--- src/rtl/mem_arbiter.sv ---
// Two-requester memory arbiter: instruction and data ports share one slave.
// Each side owns a one-entry pending buffer; a request is issued in the
// cycle it becomes eligible, and at most one slave transaction is in flight.
module mem_arbiter #(
    parameter bit DPRIO = 1'b1
) (
    input  logic        clock,
    input  logic        reset,

    input  logic        imemory_valid,
    input  logic        imemory_instr,
    input  logic [31:0] imemory_addr,
    input  logic [31:0] imemory_wdata,
    input  logic [3:0]  imemory_wstrb,
    output logic [31:0] imemory_rdata,
    output logic        imemory_ready,

    input  logic        dmemory_valid,
    input  logic        dmemory_instr,
    input  logic [31:0] dmemory_addr,
    input  logic [31:0] dmemory_wdata,
    input  logic [3:0]  dmemory_wstrb,
    output logic [31:0] dmemory_rdata,
    output logic        dmemory_ready,

    output logic        mem_valid,
    output logic        mem_instr,
    output logic [31:0] mem_addr,
    output logic [31:0] mem_wdata,
    output logic [3:0]  mem_wstrb,
    input  logic [31:0] mem_rdata,
    input  logic        mem_ready
);

    typedef enum logic [1:0] {
        IDLE   = 2'd0,
        BUSY_I = 2'd1,
        BUSY_D = 2'd2
    } state_e;

    typedef struct packed {
        logic        instr;
        logic [31:0] addr;
        logic [31:0] wdata;
        logic [3:0]  wstrb;
    } req_t;

    state_e state_q, state_d;
    logic   i_pend_q, i_pend_d;
    logic   d_pend_q, d_pend_d;
    req_t   i_buf_q, i_buf_d;
    req_t   d_buf_q, d_buf_d;
    // Winner of the most recent tie: 1 = data. Only ties move it.
    logic   last_d_q, last_d_d;

    req_t   i_live, d_live;
    req_t   issue_req;
    logic   done;
    logic   can_issue;
    logic   i_accept, d_accept;
    logic   i_cand, d_cand;
    logic   grant_i, grant_d;

    // Arbitration, pending-buffer update and next-state selection.
    always_comb begin
        // NOTE: every signal gets a default first so no path leaves it unassigned (no latch).
        i_live    = '{imemory_instr, imemory_addr, imemory_wdata, imemory_wstrb};
        d_live    = '{dmemory_instr, dmemory_addr, dmemory_wdata, dmemory_wstrb};
        done      = (state_q != IDLE) && mem_ready;
        can_issue = (state_q == IDLE) || done;

        // A live valid counts only if that side has nothing pending or in flight;
        // this also drops a valid from the side completing this cycle.
        i_accept  = imemory_valid && !i_pend_q && (state_q != BUSY_I);
        d_accept  = dmemory_valid && !d_pend_q && (state_q != BUSY_D);
        i_cand    = i_accept || i_pend_q;
        d_cand    = d_accept || d_pend_q;

        grant_i   = 1'b0;
        grant_d   = 1'b0;
        last_d_d  = last_d_q;
        if (can_issue) begin
            if (i_cand && d_cand) begin
                if (DPRIO) begin
                    grant_d = 1'b1;
                end else begin
                    grant_d = !last_d_q;
                    grant_i = last_d_q;
                end
                last_d_d = grant_d;
            end else begin
                grant_i = i_cand;
                grant_d = d_cand;
            end
        end

        issue_req = '0;
        if (grant_i) begin
            issue_req = i_pend_q ? i_buf_q : i_live;
        end else if (grant_d) begin
            issue_req = d_pend_q ? d_buf_q : d_live;
        end

        state_d = state_q;
        if (grant_i) begin
            state_d = BUSY_I;
        end else if (grant_d) begin
            state_d = BUSY_D;
        end else if (done) begin
            state_d = IDLE;
        end

        i_pend_d = i_pend_q;
        i_buf_d  = i_buf_q;
        if (grant_i) begin
            i_pend_d = 1'b0;
        end else if (i_accept) begin
            i_pend_d = 1'b1;
            i_buf_d  = i_live;
        end

        d_pend_d = d_pend_q;
        d_buf_d  = d_buf_q;
        if (grant_d) begin
            d_pend_d = 1'b0;
        end else if (d_accept) begin
            d_pend_d = 1'b1;
            d_buf_d  = d_live;
        end
    end

    // Outputs: slave request and the owner's response, all forced to 0 in reset.
    always_comb begin
        mem_valid     = 1'b0;
        mem_instr     = 1'b0;
        mem_addr      = '0;
        mem_wdata     = '0;
        mem_wstrb     = '0;
        imemory_ready = 1'b0;
        imemory_rdata = '0;
        dmemory_ready = 1'b0;
        dmemory_rdata = '0;
        if (reset) begin
            mem_valid = grant_i || grant_d;
            {mem_instr, mem_addr, mem_wdata, mem_wstrb} = issue_req;
            if (done && (state_q == BUSY_I)) begin
                imemory_ready = 1'b1;
                imemory_rdata = mem_rdata;
            end
            if (done && (state_q == BUSY_D)) begin
                dmemory_ready = 1'b1;
                dmemory_rdata = mem_rdata;
            end
        end
    end

    // State registers with asynchronous active-low clear.
    always_ff @(posedge clock or negedge reset) begin
        if (!reset) begin
            state_q  <= IDLE;
            i_pend_q <= 1'b0;
            d_pend_q <= 1'b0;
            // NOTE: buffer payloads are cleared too so nothing from before reset can ever be issued.
            i_buf_q  <= '0;
            d_buf_q  <= '0;
            last_d_q <= 1'b1;
        end else begin
            // NOTE: non-blocking assignments so every flop samples pre-edge values.
            state_q  <= state_d;
            i_pend_q <= i_pend_d;
            d_pend_q <= d_pend_d;
            i_buf_q  <= i_buf_d;
            d_buf_q  <= d_buf_d;
            last_d_q <= last_d_d;
        end
    end

endmodule

--- config.mk ---
export PLATFORM = sky130hd
export DESIGN_NAME = mem_arbiter
export DESIGN_NICKNAME = d
export VERILOG_FILES = /design/src/rtl/mem_arbiter.sv
export SDC_FILE = /design/constraint.sdc
export NUM_CORES = 1
export LEC_CHECK = 0
export ABC_AREA = 0
export BUFFER_PORTS_ARGS = -buffer_cell sky130_fd_sc_hd__buf_2
export CAP_MARGIN = 5
export CORE_MARGIN = 4
export CORE_UTILIZATION = 46
export CTS_BUF_LIST = sky130_fd_sc_hd__clkbuf_2
export DETAILED_ROUTE_END_ITERATION = 16
export GPL_TIMING_DRIVEN = 1
export PLACE_DENSITY = 0.8
export RECOVER_POWER = 25
export SYNTH_ARGS = -nofsm -noshare
export SYNTH_HDL_FRONTEND = slang
export SYNTH_SLANG_ARGS = --single-unit
--- constraint.sdc ---
create_clock -name clock -period 1.9 [get_ports clock]
set_input_delay 0.095 -clock clock [delete_from_list [all_inputs] [get_ports clock]]
set_output_delay 0.095 -clock clock [all_outputs]
set_load 0.05 [all_outputs]
# [Word level (Yosys, flattened, before mapping)]
# Cells that the tools add are included.
# W data, S select, Z words.
[totals] register_bits=142 output_inout_bits=136 input_bits=175
[classes] reduce_logical=21 bitwise=2 eq_ne=4 n_mux=28
[ops] operator="$mux W69" n=4
[ops] operator="$mux W32" n=6
[ops] operator="$mux W1" n=14
[ops] operator="$logic_and A1 B1 Y1" n=8
[ops] operator="$mux W2" n=3
[ops] operator="$reduce_bool A2 Y1" n=3
[ops] operator="$logic_or A1 B1 Y1" n=4
[ops] operator="$mux W4" n=1
[ops] operator="$reduce_and A2 Y1" n=2
[ops] operator="$reduce_bool A3 Y1" n=1
[ops] operator="$eq A2 B1 Y1 const B" n=1
[ops] operator="$eq A2 B2 Y1 const B" n=1
[ops] operator="$logic_not A1 Y1" n=2
[ops] operator="$logic_not A2 Y1" n=1
[ops] operator="$ne A2 B1 Y1 const B" n=1
[ops] operator="$ne A2 B2 Y1 const B" n=1
[ops] operator="$not A1 Y1" n=2

# [Logic depth before layout (Yosys ltp)]
[depth] ltp_word=10 mapped_depth=7 ltp_nobuf=4

# [Worst setup path after synthesis]
# OpenSTA, ideal clock, no wires.
[synth_path] path_type="register to output" start="register state_q[0]" end="output mem_addr[0]" slack_ns=-0.361 arrival_time_ns=2.166 stages_incl_launch_ff=5 path_buffers=1 path_cell_list="dfrtp_1 nor4_2 o211ai_1 clkbuf_1 o22ai_1"
[synth_between] elab_chain_cells=9 word_cells_on_any_way=18
[synth_rtl] item="start, declared" line="48" source="state_e state_q, state_d;"
[synth_rtl] item="start signal, assigned" line="169" source="state_q <= state_d;"
[synth_rtl] item="$ne A2 B1 Y1 / $ne A2 B2 Y1 (equally long branches)" line="74, 75"
[synth_rtl] item="$logic_and A1 B1 Y1 (on tied branches)" line="74, 75"
[synth_rtl] item="$logic_or A1 B1 Y1 (on tied branches)" line="76, 77"
[synth_rtl] item="$logic_and A1 B1 Y1" line="83" source="if (i_cand && d_cand) begin"
[synth_rtl] item="$mux W1" line="83"
[synth_rtl] item="$mux W1" line="82" source="if (can_issue) begin"
[synth_rtl] item="$mux W69" line="100" source="end else if (grant_d) begin"
[synth_rtl] item="$mux W69 (*)" line="98" source="if (grant_i) begin"
[synth_rtl] item="$mux W32 (*)" line="143" source="if (reset) begin"
[synth_rtl] item="end, declared" line="28" source="output logic [31:0] mem_addr,"
# Mark *: on every way between the ends. The rest lies on a longest branch, timed or not.

# [Worst setup path in the final report]
[layout_path] start="register state_q[1]" end="output mem_addr[14]"
# Same word-level chain as after synthesis.

==> reports/results.tsv <==
stage	metric	value	unit
finish	syn_to_final_growth	84.1	%
route	drc_errors	0	
sta	rsz0062_at_grt	yes	
synthesis	syn_avg_cell_area	12.2	um^2
route	firstDrtPassIters	5	
finish	design_area	14200	um^2
placed_design	placed_area	10300	um^2
synthesis	synth_top_area_share	46.1	%
global_routing	antenna_found_initial	7	
finish	layout-drive-gt1-share	58.2	%
floorplanning	rows	47	
synthesis	synth_top_family_by_area	multiplexers	
setup_path	cpMaxStageDelayCell	dfrtp_1	
global_routing	grt_max_degree	115	
clocking	clk_path_buf_depth	2	
placed_design	dp_hpwl	16800	um
synthesis	synth_area_leader_cell	dfrtp_1	
clocking	clock_sinks	142	
power_and_ir_drop	swShare	43.5	%
route	vias	7971	
power_and_ir_drop	peakVddDrop	0.922	mV
global_routing	track_usage	35.2	%
outcome	run_status	complete, but fails checks	
route	viasPerCell	5.83	
sta	fin_ws	-0.858	ns
clocking	clock_latency	0.75	ns
synthesis	synth_seq_cells	142	
floorplanning	io_pins	311	
synthesis	syn-num-nets	805	
synthesis	synth.area.mux_share	38.1	%
finish	final_common_cell	buf_2	
sta	tightest_slew	1.08	ns
floorplanning	die_h	137	um
sta	slew_headroom	28.2	%
clocking	cts_buffers	17	
clocking	cts-root-buf	clkbuf_2	
global_routing	overflow	0	
sta	finalClockSkew	0.0483	ns
floorplanning	die_w	137	um
route	ant_nets	0	
placed_design	place_congestion	0.792	
setup_path	cp_max_fo	13	
placed_design	io_buffers	310	
route	drt_wl_total	36600	um
setup_path	crit_type	flop to primary output	
setup_path	path_common_cell	buf_6	
setup_path	crit_path_end_kind	primary output	
finish	num-fill-cells	754	
synthesis	ys_types	24	
setup_path	crit_arrival	2.66	ns
clocking	cts_max_level	4	
sta	drv_slew	0	
sta	hold_violations	0	
power_and_ir_drop	pwr-share-clk	9.9	%
sta	hold_ws	0.0171	ns
floorplanning	core_area	16500	um^2
synthesis	ys_seq_area_share	46.1	%
global_routing	grt_pass1_wl	49800	um
power_and_ir_drop	seqPwrFrac	29.0	%
synthesis	synthXorXnorAreaFrac	0	%
synthesis	yosys_warnings	0	
power_and_ir_drop	power_density	1350	nW/um^2
setup_path	cpPeakStageDelay	0.45	ns
hold_path	hold_class	primary input to flop	
route	first_iter_violations	486	
finish	multi_input_area	4870	um^2
sta	setup_viol	197	
setup_path	worstPathRequired	1.80	ns
clocking	cts_tree	built	
outcome	violations	setup timing	
global_routing	grt_pass1_vias	8692	
synthesis	yosys-top-cells-area	dfrtp_1 46%, mux2_2 19%, mux2i_1 18%	
setup_path	start_kind	flop	
synthesis	yosys.area_share.simple	6.54	%
clocking	hold_buffers	143	
power_and_ir_drop	design_power_total	19.1	mW
sta	fmax	363	MHz
placed_design	place_ws	-0.0401	ns
clocking	path_clk_slew	0.19	ns
synthesis	syn_inst	630	
finish	layout_common_cells	173 x buf_2, 143 x dlygate4sd3_1, 140 x dfrtp_1	
synthesis	netlist_area	7710	um^2
run	maxCapViolCount	0	
synthesis	synth_fa_ha_area_share	0	%
sta	tns	-88.95	ns
power_and_ir_drop	power_frac_comb	61.2	%
setup_path	crit_chain	buf_6, nor4_4, o211ai_1, buf_4, buf_12, o22ai_2, buf_6	
finish	nets	1302	
floorplanning	die_area	18900	um^2
power_and_ir_drop	netSwitchingPower	8.30	mW
finish	seqCellArea	3560	um^2
floorplanning	initial_core_util	46.7	%
power_and_ir_drop	power.internal	10.8	mW
sta	fin_crit	2.76	ns
synthesis	synth-compound-area-share	6.54	%
route	wl_per_cell	26.7	um
power_and_ir_drop	p_leak	6.21	nW
sta	fin_crit_sh	145	%
-- power by group through the flow --
stage / Sequential, mW / Clock (mW) / Combinational [mW]
5_1_grt: 5.67 / 2.04 / 12.1
6_report: 5.53 / 1.89 / 11.7
2_1_floorplan: 5.17 / 0 / 6.51
4_1_cts: 5.33 / 1.88 / 10.4
3_5_place_dp: 5.41 / 0 / 8.42
3_3_place_gp: 5.29 / 0 / 8.28
-- sequential cells by signal (all words and copies together) (netlist names) --
signal    count
state_q       2
i_pend_q      1
i_buf_q      69
d_pend_q      1
d_buf_q      69
-- Yosys cell counts --
master    instances
inv_1             1
mux2_2          128
nand2b_1          3
nor3_2            1
clkbuf_1         39
nor2_1            4
mux2i_1         138
buf_1             1
nor4_2            1
o21ai_0           3
o22a_1            1
nor3b_1           1
buf_2             9
a21oi_2           1
buf_4             2
nand2_1           5
o211ai_1          2
nor4_4            1
dfrtp_1         142
mux2_1           10
and2_1           64
a21o_1            2
o22ai_1          69
a21oi_1           2
-- what timing repair did --
item,in CTS,in global routing
setup buffers,20,6
resized for setup,390,55
setup endpoints to repair,173,206
hold endpoints to repair,284,2
pin swaps,13,35
gates cloned,14,10
-- through the flow --
| step | utilization (%) | std cells |
|---|---|---|
| final | 85.9 | 1368 |
| after global routing | 85.9 | 1368 |
| after CTS | 83.2 | 1350 |
| after detailed placement | 62.3 | 1141 |
| after global placement | 62.3 | 1141 |
| after floorplan | - | 630 |
-- layer usage --
metal,share of wire [%],up-vias,track usage (%)
li1,-,3341,-
met1,34,3941,37.0
met2,51,520,61.1
met3,8.6,169,10.4
met4,6.6,0,22.8
met5,0,-,0
-- cell type report --
cell class / instances / area share (%)
diodes: 8 / 0.141
clock buffers: 19 / 0.670
inverters: 1 / 0.0264
repair buffers: 529 / 36.8
well taps: 220 / 1.94
multi-input cells: 436 / 34.3
clock inverters: 13 / 1.04
flip-flops and latches: 142 / 25.1
-- worst paths after layout --
check,start,end,slack (ns),cells after the start
worst max-delay path,state_q[1]$_DFFE_PN0P_,mem_addr[14],-0.86,7
worst min-delay path,imemory_valid,state_q[0]$_DFFE_PN0P_,0.02,6
worst max register to register,state_q[1]$_DFFE_PN0P_,i_buf_q[46]$_DFFE_PN0P_,-0.13,8
worst min register to register,i_buf_q[17]$_DFFE_PN0P_,i_buf_q[17]$_DFFE_PN0P_,0.52,1
max in group asynchronous,reset,i_buf_q[58]$_DFFE_PN0P_,0.14,4
min in group asynchronous,reset,d_pend_q$_DFFE_PN0P_,0.41,3
-- critical path, delay by kind of cell (launching register included) --
kind                   cells  cell delay, ns
buffers and inverters      4            0.73
and+or+nand+nor            1            0.29
AOI/OAI and AO/OA          2            0.46
DFF                        1            0.45
-- cells by family (layout without fill, tap and decap cells) --
| family | after synthesis | in the layout |
|---|---|---|
| multiplexers | 276 | 276 |
| AND/OR/NAND/NOR | 80 | 80 |
| other | 0 | 8 |
| AO/OA/AOI/OAI | 80 | 80 |
| flip-flops | 142 | 142 |
| buffers and inverters | 52 | 562 |
Power figures use the tool's default switching activity.
